[config.mk]
export PLATFORM = sky130hd
export DESIGN_NAME = csr_except
export DESIGN_NICKNAME = d
export VERILOG_FILES = /design/src/rtl/csr_except_pkg.sv /design/src/rtl/csr_cycle_counter.sv /design/src/rtl/csr_except.sv
export SDC_FILE = /design/constraint.sdc
export NUM_CORES = 1
export LEC_CHECK = 0
export BUFFER_PORTS_ARGS = -buffer_cell sky130_fd_sc_hd__buf_2
export CAP_MARGIN = 20
export CELL_PAD_IN_SITES_DETAIL_PLACEMENT = 1
export CELL_PAD_IN_SITES_GLOBAL_PLACEMENT = 1
export CORE_MARGIN = 4
export CORE_UTILIZATION = 40
export CTS_BUF_LIST = sky130_fd_sc_hd__clkbuf_8
export DETAILED_ROUTE_END_ITERATION = 10
export PLACE_DENSITY_LB_ADDON = 0.1
export SLEW_MARGIN = 20
export SYNTH_ARGS = -nofsm -noshare
export SYNTH_HDL_FRONTEND = slang
export SYNTH_HIERARCHICAL = 1
export SYNTH_SLANG_ARGS = --single-unit
[constraint.sdc]
create_clock -name clk -period 2.7 [get_ports clk]
set_input_delay 0 -clock clk [delete_from_list [all_inputs] [get_ports clk]]
set_output_delay 0 -clock clk [all_outputs]
set_load 0.005 [all_outputs]
[src/rtl/csr_except_pkg.sv]
// Shared constants for the machine-mode CSR file: CSR addresses, exception codes,
// status/enable/pending bit positions and the per-CSR writable-bit masks.
package csr_except_pkg;

  localparam int REG_BUS = 32;

  localparam logic [11:0] CSR_MSTATUS  = 12'h300;
  localparam logic [11:0] CSR_MIE      = 12'h304;
  localparam logic [11:0] CSR_MTVEC    = 12'h305;
  localparam logic [11:0] CSR_MSCRATCH = 12'h340;
  localparam logic [11:0] CSR_MEPC     = 12'h341;
  localparam logic [11:0] CSR_MCAUSE   = 12'h342;
  localparam logic [11:0] CSR_MIP      = 12'h344;
  localparam logic [11:0] CSR_MCYCLE   = 12'hB00;
  localparam logic [11:0] CSR_MCYCLEH  = 12'hB80;

  localparam logic [REG_BUS-1:0] EXC_NONE      = 32'h0000_0000;
  localparam logic [REG_BUS-1:0] EXC_ILLEGAL   = 32'h0000_0002;
  localparam logic [REG_BUS-1:0] EXC_EBREAK    = 32'h0000_0003;
  localparam logic [REG_BUS-1:0] EXC_MRET      = 32'h0000_000a;
  localparam logic [REG_BUS-1:0] EXC_ECALL     = 32'h0000_000b;
  localparam logic [REG_BUS-1:0] EXC_TIMER_IRQ = 32'h8000_0007;

  localparam int MSTATUS_MIE_BIT  = 3;
  localparam int MSTATUS_MPIE_BIT = 7;
  localparam int MIE_MTIE_BIT     = 7;
  localparam int MIP_MTIP_BIT     = 7;

  localparam logic [REG_BUS-1:0] ALIGN4_MASK  = 32'hFFFF_FFFC;
  localparam logic [REG_BUS-1:0] MSTATUS_MASK = 32'h0000_0088;
  localparam logic [REG_BUS-1:0] MIE_MASK     = 32'h0000_0080;

  typedef enum logic [1:0] {
    TRAP_NONE,
    TRAP_ENTER,
    TRAP_MRET
  } trap_kind_e;

  // Bits a software write can actually store; read-only and unimplemented CSRs give 0.
  function automatic logic [REG_BUS-1:0] csr_wmask(input logic [11:0] addr);
    logic [REG_BUS-1:0] mask;
    case (addr)
      CSR_MSTATUS:  mask = MSTATUS_MASK;
      CSR_MIE:      mask = MIE_MASK;
      CSR_MTVEC:    mask = ALIGN4_MASK;
      CSR_MEPC:     mask = ALIGN4_MASK;
      CSR_MSCRATCH: mask = '1;
      CSR_MCAUSE:   mask = '1;
      CSR_MCYCLE:   mask = '1;
      CSR_MCYCLEH:  mask = '1;
      default:      mask = '0;
    endcase
    return mask;
  endfunction

  function automatic trap_kind_e classify_trap(input logic [REG_BUS-1:0] code);
    trap_kind_e kind;
    if (code == EXC_MRET)
      kind = TRAP_MRET;
    else if (code != EXC_NONE)
      kind = TRAP_ENTER;
    else
      kind = TRAP_NONE;
    return kind;
  endfunction

endpackage

[src/rtl/csr_cycle_counter.sv]
// Free-running 64-bit cycle counter; a write to either half replaces that half and
// suppresses the increment for that cycle.
module csr_cycle_counter
  import csr_except_pkg::*;
(
  input  logic               clk,
  input  logic               rst,
  input  logic               i_we_lo,
  input  logic               i_we_hi,
  input  logic [REG_BUS-1:0] i_wdata,
  output logic [63:0]        o_count
);

  logic [63:0] r_count;

  always_ff @(posedge clk) begin
    if (rst) begin
      r_count <= '0;
    end else if (i_we_lo || i_we_hi) begin
      if (i_we_lo) r_count[31:0]  <= i_wdata;
      if (i_we_hi) r_count[63:32] <= i_wdata;
    end else begin
      r_count <= r_count + 64'd1;
    end
  end

  assign o_count = r_count;

endmodule

[src/rtl/csr_except.sv]
// Machine-mode CSR file beside MEM: qualifies the timer interrupt, reports the final
// trap code to the controller and commits mepc/mcause/mstatus on the following edge.
module csr_except
  import csr_except_pkg::*;
(
  input  logic               clk,
  input  logic               rst,
  input  logic [REG_BUS-1:0] excepttype_i,
  input  logic               inst_valid_i,
  input  logic [REG_BUS-1:0] current_inst_addr_i,
  input  logic               irq_timer_i,
  input  logic               we_i,
  input  logic [11:0]        waddr_i,
  input  logic [REG_BUS-1:0] wdata_i,
  input  logic [11:0]        raddr_i,
  output logic [REG_BUS-1:0] rdata_o,
  output logic [REG_BUS-1:0] excepttype_o,
  output logic [REG_BUS-1:0] csr_mepc_o,
  output logic [REG_BUS-1:0] csr_mtvec_o
);

  logic               r_mstatus_mie;
  logic               r_mstatus_mpie;
  logic               r_mie_mtie;
  logic               r_mip_mtip;
  logic [REG_BUS-1:0] r_mtvec;
  logic [REG_BUS-1:0] r_mscratch;
  logic [REG_BUS-1:0] r_mepc;
  logic [REG_BUS-1:0] r_mcause;

  logic               w_wr_mstatus;
  logic               w_wr_mie;
  logic               w_wr_mtvec;
  logic               w_wr_mscratch;
  logic               w_wr_mepc;
  logic               w_wr_mcause;
  logic               w_wr_mcycle;
  logic               w_wr_mcycleh;
  logic               w_irq_take;
  logic [REG_BUS-1:0] w_excepttype;
  trap_kind_e         w_trap_kind;
  logic [REG_BUS-1:0] w_mstatus;
  logic [REG_BUS-1:0] w_mie;
  logic [REG_BUS-1:0] w_mip;
  logic [63:0]        w_mcycle;
  logic [REG_BUS-1:0] w_rd_stored;
  logic               w_rd_bypass;

  assign w_wr_mstatus  = we_i && (waddr_i == CSR_MSTATUS);
  assign w_wr_mie      = we_i && (waddr_i == CSR_MIE);
  assign w_wr_mtvec    = we_i && (waddr_i == CSR_MTVEC);
  assign w_wr_mscratch = we_i && (waddr_i == CSR_MSCRATCH);
  assign w_wr_mepc     = we_i && (waddr_i == CSR_MEPC);
  assign w_wr_mcause   = we_i && (waddr_i == CSR_MCAUSE);
  assign w_wr_mcycle   = we_i && (waddr_i == CSR_MCYCLE);
  assign w_wr_mcycleh  = we_i && (waddr_i == CSR_MCYCLEH);

  // The gate uses registered MIE, so a same-cycle mstatus write cannot open it early.
  assign w_irq_take = (excepttype_i == EXC_NONE) && inst_valid_i &&
                      r_mstatus_mie && r_mie_mtie && r_mip_mtip;

  always_comb begin
    w_excepttype = EXC_NONE;
    if (rst)
      w_excepttype = EXC_NONE;
    else if (w_irq_take)
      w_excepttype = EXC_TIMER_IRQ;
    else if (inst_valid_i)
      w_excepttype = excepttype_i;
  end

  assign w_trap_kind  = classify_trap(w_excepttype);
  assign excepttype_o = w_excepttype;

  always_ff @(posedge clk) begin
    if (rst) begin
      r_mstatus_mie  <= 1'b0;
      r_mstatus_mpie <= 1'b0;
      r_mie_mtie     <= 1'b0;
      r_mip_mtip     <= 1'b0;
      r_mtvec        <= '0;
      r_mscratch     <= '0;
      r_mepc         <= '0;
      r_mcause       <= '0;
    end else begin
      r_mip_mtip <= irq_timer_i;
      if (w_wr_mie)      r_mie_mtie <= wdata_i[MIE_MTIE_BIT];
      if (w_wr_mtvec)    r_mtvec    <= wdata_i & ALIGN4_MASK;
      if (w_wr_mscratch) r_mscratch <= wdata_i;

      case (w_trap_kind)
        TRAP_ENTER: begin
          r_mepc         <= current_inst_addr_i & ALIGN4_MASK;
          r_mcause       <= w_excepttype;
          r_mstatus_mpie <= r_mstatus_mie;
          r_mstatus_mie  <= 1'b0;
        end
        TRAP_MRET: begin
          r_mstatus_mie  <= r_mstatus_mpie;
          r_mstatus_mpie <= 1'b1;
          if (w_wr_mepc)   r_mepc   <= wdata_i & ALIGN4_MASK;
          if (w_wr_mcause) r_mcause <= wdata_i;
        end
        default: begin
          if (w_wr_mepc)   r_mepc   <= wdata_i & ALIGN4_MASK;
          if (w_wr_mcause) r_mcause <= wdata_i;
          if (w_wr_mstatus) begin
            r_mstatus_mie  <= wdata_i[MSTATUS_MIE_BIT];
            r_mstatus_mpie <= wdata_i[MSTATUS_MPIE_BIT];
          end
        end
      endcase
    end
  end

  csr_cycle_counter u_cycle (
    .clk     (clk),
    .rst     (rst),
    .i_we_lo (w_wr_mcycle),
    .i_we_hi (w_wr_mcycleh),
    .i_wdata (wdata_i),
    .o_count (w_mcycle)
  );

  always_comb begin
    w_mstatus                   = '0;
    w_mstatus[MSTATUS_MIE_BIT]  = r_mstatus_mie;
    w_mstatus[MSTATUS_MPIE_BIT] = r_mstatus_mpie;
    w_mie                       = '0;
    w_mie[MIE_MTIE_BIT]         = r_mie_mtie;
    w_mip                       = '0;
    w_mip[MIP_MTIP_BIT]         = r_mip_mtip;
  end

  always_comb begin
    w_rd_stored = '0;
    case (raddr_i)
      CSR_MSTATUS:  w_rd_stored = w_mstatus;
      CSR_MIE:      w_rd_stored = w_mie;
      CSR_MTVEC:    w_rd_stored = r_mtvec;
      CSR_MSCRATCH: w_rd_stored = r_mscratch;
      CSR_MEPC:     w_rd_stored = r_mepc;
      CSR_MCAUSE:   w_rd_stored = r_mcause;
      CSR_MIP:      w_rd_stored = w_mip;
      CSR_MCYCLE:   w_rd_stored = w_mcycle[31:0];
      CSR_MCYCLEH:  w_rd_stored = w_mcycle[63:32];
      default:      w_rd_stored = '0;
    endcase
  end

  // mip is read-only, so a write aimed at it must not show up on the read port.
  assign w_rd_bypass = we_i && (waddr_i == raddr_i) && (raddr_i != CSR_MIP);

  assign rdata_o     = rst ? '0 :
                       (w_rd_bypass ? (wdata_i & csr_wmask(raddr_i)) : w_rd_stored);
  assign csr_mepc_o  = rst ? '0 : (w_wr_mepc  ? (wdata_i & ALIGN4_MASK) : r_mepc);
  assign csr_mtvec_o = rst ? '0 : (w_wr_mtvec ? (wdata_i & ALIGN4_MASK) : r_mtvec);

endmodule

==> flow_summary.ini, run 1 <==
[grt]
grt_antenna_before_repair = 0
grt_pass1_vias = 14400
grt_max_degree = 88
grt_pass1_wl_um = 85200
track_usage_pct = 32.3
grt-ovfl-total = 0

[route]
finalWirelength_um = 57400
routed-via-count = 14000
drtIter0Drc = 1238
drtAntennaViolNets = 0
drcViolationCount = 0
dr.pass1.iters = 7
avgRoutedWirePerCell_um = 25.1
post_drt_via_cell_ratio = 6.14

[placed_design]
routabilityCongestion = 0.894
dpl-instance-area_um2 = 14400
dp_hpwl_um = 39700
place_ws_ps = 60.7
portBuffers = 250

[finish]
syn_to_final_growth_pct = 28.6
finalNetCount = 2003
num_antenna_cells = 0
final_core_utilization_pct = 52.3
layout-drive-gt1-share_pct = 22.9
design_area_um2 = 16100

[hold_path]
hold-path-endpoint = r_mcause[7]
worstHoldPathType = in -> reg
min_path_cells = 4
hp-start = inst_valid_i

[sta]
fin_ws_ps = 4.23
hold_viol = 0
fin_skew_ps = 29.6
period_minus_slack_ps = 2700
fin_crit_sh_pct = 99.8
max_freq_mhz = 371
worstMarginPinSlew_ps = 686
slew_headroom_pct = 54.3
drv_slew = 0
setup_viol = 0

[yosys]
synthCells = 1530
synth_edf_count = 0
synth_fp_nets = 1656
synth_seq_cells = 196
async_reset_ff_share_pct = 0
synth_cell_types = 89
seq_area_frac_synth_pct = 31.3
muxShareOfSynthArea_pct = 14.7
synth_compound_area_share_pct = 18.4
synthesis.area_um2 = 12500
synthAdderAreaFrac_pct = 0.0999
synth-xor-area-share_pct = 3.19
syn_area_per_cell_um2 = 8.18
synth-simple-area-share_pct = 27.1
synthFlopType = dfxtp_1
ys_warn_count = 6
synth_top_family_by_area = simple AND/OR/NAND/NOR gates

[setup_path]
cp.arrival_ps = 3140
r2r_slack_ps = 270
startpoint_type = input port
r2r-end = u_cycle/o_count[35]
crit_fanout = 29
crit_type = in -> reg
r2r_cells = 4
r2r-start = u_cycle/o_count[23]
end_kind = flop
crit_required_ps = 3150

[pwr]
power_density_nw_per_um2 = 362
switching_power_mw = 1.82
leakagePower_nw = 6.75
clock_power_share_pct = 33.1
pwr-share-seq_pct = 51.4
ir_worst_vdd_mv = 0.349
p_int_mw = 4.00
pwr-share-comb_pct = 15.5
swShare_pct = 31.3

[clock_tree]
cts-buffers-inserted = 17
cts-root-buf = clkbuf_8
clock-sinks = 196
cts_tree = done
htree_num_levels = 4
clk_latency_ps = 520
clock_path_buffers = 2
clk_pin_slew_ps = 110

[floorplanning]
die_area_um2 = 34200
fp.dieH_um = 185
num_rows = 64
start_util_pct = 40.7
io_pins = 253
fp.dieW_um = 185
core_area_um2 = 30700

[flow_run]
drv_cap = 0

[outcome]
status = finished clean
## repair_timing
item / CTS / global route
setup endpoints to repair: 0 / 24
gates resized for setup: 0 / 18
setup buffers: 0 / 3
endpoints found under the hold margin: 184 / 0
hold buffers: 118 / 0
## synthesized netlist by cell type (all sizes together), types with 8 or more instances
master | n | share of area (%)
a211oi | 51 | 3.1
a21o | 12 | 0.78
a21oi | 63 | 2.5
a222oi | 23 | 1.8
a22o | 9 | 0.63
a22oi | 13 | 0.78
a2bb2oi | 27 | 1.9
a311oi | 11 | 0.77
a31oi | 10 | 0.62
and2 | 34 | 1.7
and3 | 18 | 0.91
and4 | 10 | 0.70
buf | 49 | 2.4
clkbuf | 74 | 2.2
dfxtp | 196 | 31
inv | 16 | 0.48
mux2 | 25 | 3.0
mux2i | 147 | 12
nand2 | 159 | 4.8
nand3 | 36 | 1.5
nand4 | 34 | 1.7
nor2 | 210 | 6.3
nor2b | 13 | 0.65
nor3 | 28 | 1.2
nor3b | 14 | 0.97
nor4 | 38 | 2.2
o21ai | 20 | 0.80
o22ai | 23 | 1.1
o31ai | 8 | 0.48
or3 | 14 | 0.74
or4 | 14 | 0.87
xnor2 | 30 | 2.3
xor2 | 13 | 0.91
## cell usage in the layout (no fill, tap or decap), types with 8 or more instances in the layout
| master | n |
|---|---|
| mux2_4 | 24 |
| xnor2_1 | 27 |
| and3_1 | 17 |
| o22ai_1 | 23 |
| nand3_1 | 35 |
| nor3b_1 | 11 |
| a2bb2oi_1 | 27 |
| nor3_1 | 26 |
| nor2_1 | 206 |
| dfxtp_1 | 196 |
| buf_4 | 74 |
| and4_1 | 10 |
| or4_1 | 13 |
| nand2_1 | 159 |
| dlygate4sd3_1 | 118 |
| inv_1 | 18 |
| a31oi_1 | 9 |
| a22oi_1 | 13 |
| a21oi_1 | 62 |
| a21o_1 | 10 |
| a211oi_1 | 50 |
| o21ai_0 | 19 |
| and2_1 | 34 |
| clkbuf_8 | 18 |
| or3_1 | 13 |
| nor2b_1 | 12 |
| nor4_1 | 29 |
| nand4_1 | 33 |
| xor2_1 | 13 |
| a311oi_1 | 11 |
| mux2i_1 | 145 |
| a222oi_1 | 23 |
| a22o_1 | 9 |
| o31ai_1 | 8 |
| buf_2 | 249 |
## cell families after synthesis
group | after synthesis
buf+inv | 141
mux | 172
xor+xnor | 43
flops | 196
compound gates | 314
simple gates | 663
fa+ha+maj | 1
## power groups by stage
stage               Sequential (mW)  Combinational, mW  Clock [mW]
floorplan                      3.04              0.364           0
detailed placement             3.06              0.721           0
global placement               3.06              0.711           0
CTS                            2.99              0.860        1.95
finish                         2.99              0.901        1.93
global route                   3.00              0.964        2.06
## flip-flops by register name, summed over array words and instances, names as in the netlist
signal           cells
r_mip_mtip           1
r_mcause            32
r_mscratch          32
r_mie_mtie           1
r_mepc              32
r_mstatus_mie        1
r_mstatus_mpie       1
r_mtvec             32
u_cycle/o_count     64
## metrics by stage
step / setup TNS [ps] / instances / total power [mW] / hold WS (ps)
6_report: 0 / 2286 / 5.83 / 41.7
3_5_place_dp: 0 / 2132 / 3.78 / 220
3_3_place_gp: 0 / 2132 / 3.77 / 211
4_1_cts: 0 / 2282 / 5.80 / 19.5
5_1_grt: -169 / 2286 / 6.02 / 40.2
2_1_floorplan: 0 / 1530 / 3.40 / 110
## layout make-up
class	count	area, um2
Clock buffer	17	234
Inverter	18	67.6
Fill cell	3716	14700
Multi-Input combinational cell	1193	8070
Clock inverter	15	128
Tap cell	396	495
Timing Repair Buffer	451	3180
Sequential cell	196	3920
## worst max-delay path: stages
cell	delay [ps]
dlygate4sd3_1	570
buf_2	180
nor4_2	300
nand4_1	280
nor4_4	460
buf_4	180
a21oi_2	40
buf_4	260
a2bb2oi_1	190
dlygate4sd3_1	580
nor2_1	80
## how the worst max path moves through the flow
stage | start | to | depth (start not counted)
3_5_place_dp | waddr_i[3] | u_cycle/o_count[63] | 10
5_1_grt | excepttype_i[7] | r_mcause[27] | 11
6_report | excepttype_i[7] | r_mcause[27] | 11
2_1_floorplan | waddr_i[3] | u_cycle/o_count[46] | 9
4_1_cts | excepttype_i[2] | r_mepc[9] | 11
3_3_place_gp | waddr_i[3] | u_cycle/o_count[63] | 10
## layer usage
layer  share of wire, %  global-route usage (%)  vias up
met5                  0                       0        -
met4                4.4                    14.8        0
met3                7.0                    7.44      144
met2                 47                    53.0      596
met1                 42                    40.3     6955
li1                   -                       -     6333
Note: power is estimated with default switching activity, not from simulation.
==> run 2, diff against run 1 <==
--- a/config.mk
+++ b/config.mk
@@ -13,7 +13,7 @@
 export CORE_UTILIZATION = 40
 export CTS_BUF_LIST = sky130_fd_sc_hd__clkbuf_8
 export DETAILED_ROUTE_END_ITERATION = 10
-export PLACE_DENSITY_LB_ADDON = 0.1
+export PLACE_DENSITY_LB_ADDON = 0.25
 export SLEW_MARGIN = 20
 export SYNTH_ARGS = -nofsm -noshare
 export SYNTH_HDL_FRONTEND = slang
==> flow_summary.ini, run 2 (synthesis gave the netlist of run 1 again) <==
[sta]
slew_headroom_pct = 53.6
drv_slew = 0
fin_crit_sh_pct = 97.6
worstMarginPinSlew_ps = 694
fin_ws_ps = 63.5
setup_viol = 0
period_minus_slack_ps = 2640
hold_viol = 0
fin_skew_ps = 24.5
max_freq_mhz = 379
timing.hold.ws_ps = 52.5

[setup_path]
r2r-start = u_cycle/o_count[16]
cp.arrival_ps = 3040
crit_required_ps = 3110
cp_top_family = buffers and inverters
startpoint_type = input port
r2r-end = u_cycle/o_count[54]
crit_fanout = 11
slowest_delay_ps = 590
critPathBufInv = 6
r2r_slack_ps = 190
r2r_cells = 6
crit_type = in -> reg
cp_slowest_cell = dlygate4sd3_1
crit_chain = dlygate4sd3_1 > buf_2 > nor4_1 > nand4_1 > nor4_2 > buf_4 > a21o_4 > buf_4 > clkbuf_16 > a211oi_1 > dlygate4sd3_1
end_kind = flop

[placed_design]
routabilityCongestion = 0.930
place_ws_ps = 126
portBuffers = 250
dp_hpwl_um = 39800

[route]
dr.pass1.iters = 7
routed-via-count = 14300
finalWirelength_um = 58500
avgRoutedWirePerCell_um = 25.4
drtIter0Drc = 1268
post_drt_via_cell_ratio = 6.20
drtAntennaViolNets = 0
drcViolationCount = 0

[clock_tree]
htree_num_levels = 4
clock_path_buffers = 2
cts-buffers-inserted = 17
cts-root-buf = clkbuf_8
cts_tree = done
clock-sinks = 196
clk_pin_slew_ps = 110
clk_latency_ps = 520

[finish]
layout_commonest_cell = buf_2
final_core_utilization_pct = 52.9
final_cell_mix = 249 x buf_2, 206 x nor2_1, 196 x dfxtp_1
syn_to_final_growth_pct = 29.8
layout-drive-gt1-share_pct = 23.0
largest_register_ffs = 64
finalNetCount = 2015

[floorplanning]
die_area_um2 = 34200
num_rows = 64
core_area_um2 = 30700
start_util_pct = 40.7
fp.dieH_um = 185
fp.dieW_um = 185
io_pins = 253

[grt]
grt_antenna_before_repair = 3
grt_max_degree = 89
track_usage_pct = 32.5
grt_pass1_vias = 14700
grt_pass1_wl_um = 87100
grt-ovfl-total = 0

[pwr]
power_density_nw_per_um2 = 368
leakagePower_nw = 6.85
ir_worst_vdd_mv = 0.357

[hold_path]
min_path_cells = 2
hp-start = rst
hold-path-endpoint = r_mie_mtie
worstHoldPathType = in -> reg

[flow_run]
drv_cap = 0

[outcome]
status = finished clean
-- run 2: metal layers --
layer  vias to the layer above  GRT usage, %  part of all wire, %
met2                       690          55.4                   49
met1                      7059          40.0                   40
met5                         -             0                    0
li1                       6362             -                    -
met4                         0          13.4                  3.9
met3                       150          6.68                  7.1
-- run 2: metrics by stage --
step           cells  total power [mW]  cell area, um2  TNS [ps]
6_report        2301              5.98           16300         0
3_3_place_gp    2135              3.77           14500         0
3_5_place_dp    2135              3.78           14500         0
5_1_grt         2300              6.18           16300     -71.1
2_1_floorplan   1530              3.40           12500         0
4_1_cts         2293              5.95           16100         0
-- run 2: worst max-delay path by stage --
stage	start	endpoint	slack, ps	cells past startpoint
after floorplan	waddr_i[3]	u_cycle/o_count[46]	480	9
after global placement	waddr_i[3]	u_cycle/o_count[41]	190	10
after detailed placement	waddr_i[3]	u_cycle/o_count[63]	130	11
after CTS	waddr_i[6]	rdata_o[17]	0.5	9
after global routing	waddr_i[2]	r_mcause[17]	-20	10
final	excepttype_i[20]	r_mepc[30]	60	11
-- run 2: power by group --
part	total [mW]	internal (mW)	switching, mW
registers	3.00	2.95	0.0467
clock network	2.06	0.774	1.29
logic	0.926	0.408	0.518
total	5.98	4.13	1.85
-- run 2: what timing repair did --
| action | 4_1_cts | 5_1_grt |
|---|---|---|
| hold endpoints to repair | 183 | 0 |
| setup endpoints to repair | 0 | 43 |
| hold buffers | 126 | 0 |
| resized for setup | 0 | 14 |
| setup buffers | 0 | 4 |
-- run 2: layout make-up --
cell class,count,area [um2]
multi-input cells,1194,8060
repair buffers,462,3290
fillers,3697,14500
clock buffers,17,234
well taps,396,495
clock inverters,15,173
flip-flops and latches,196,3920
diodes,3,7.51
inverters,18,67.6
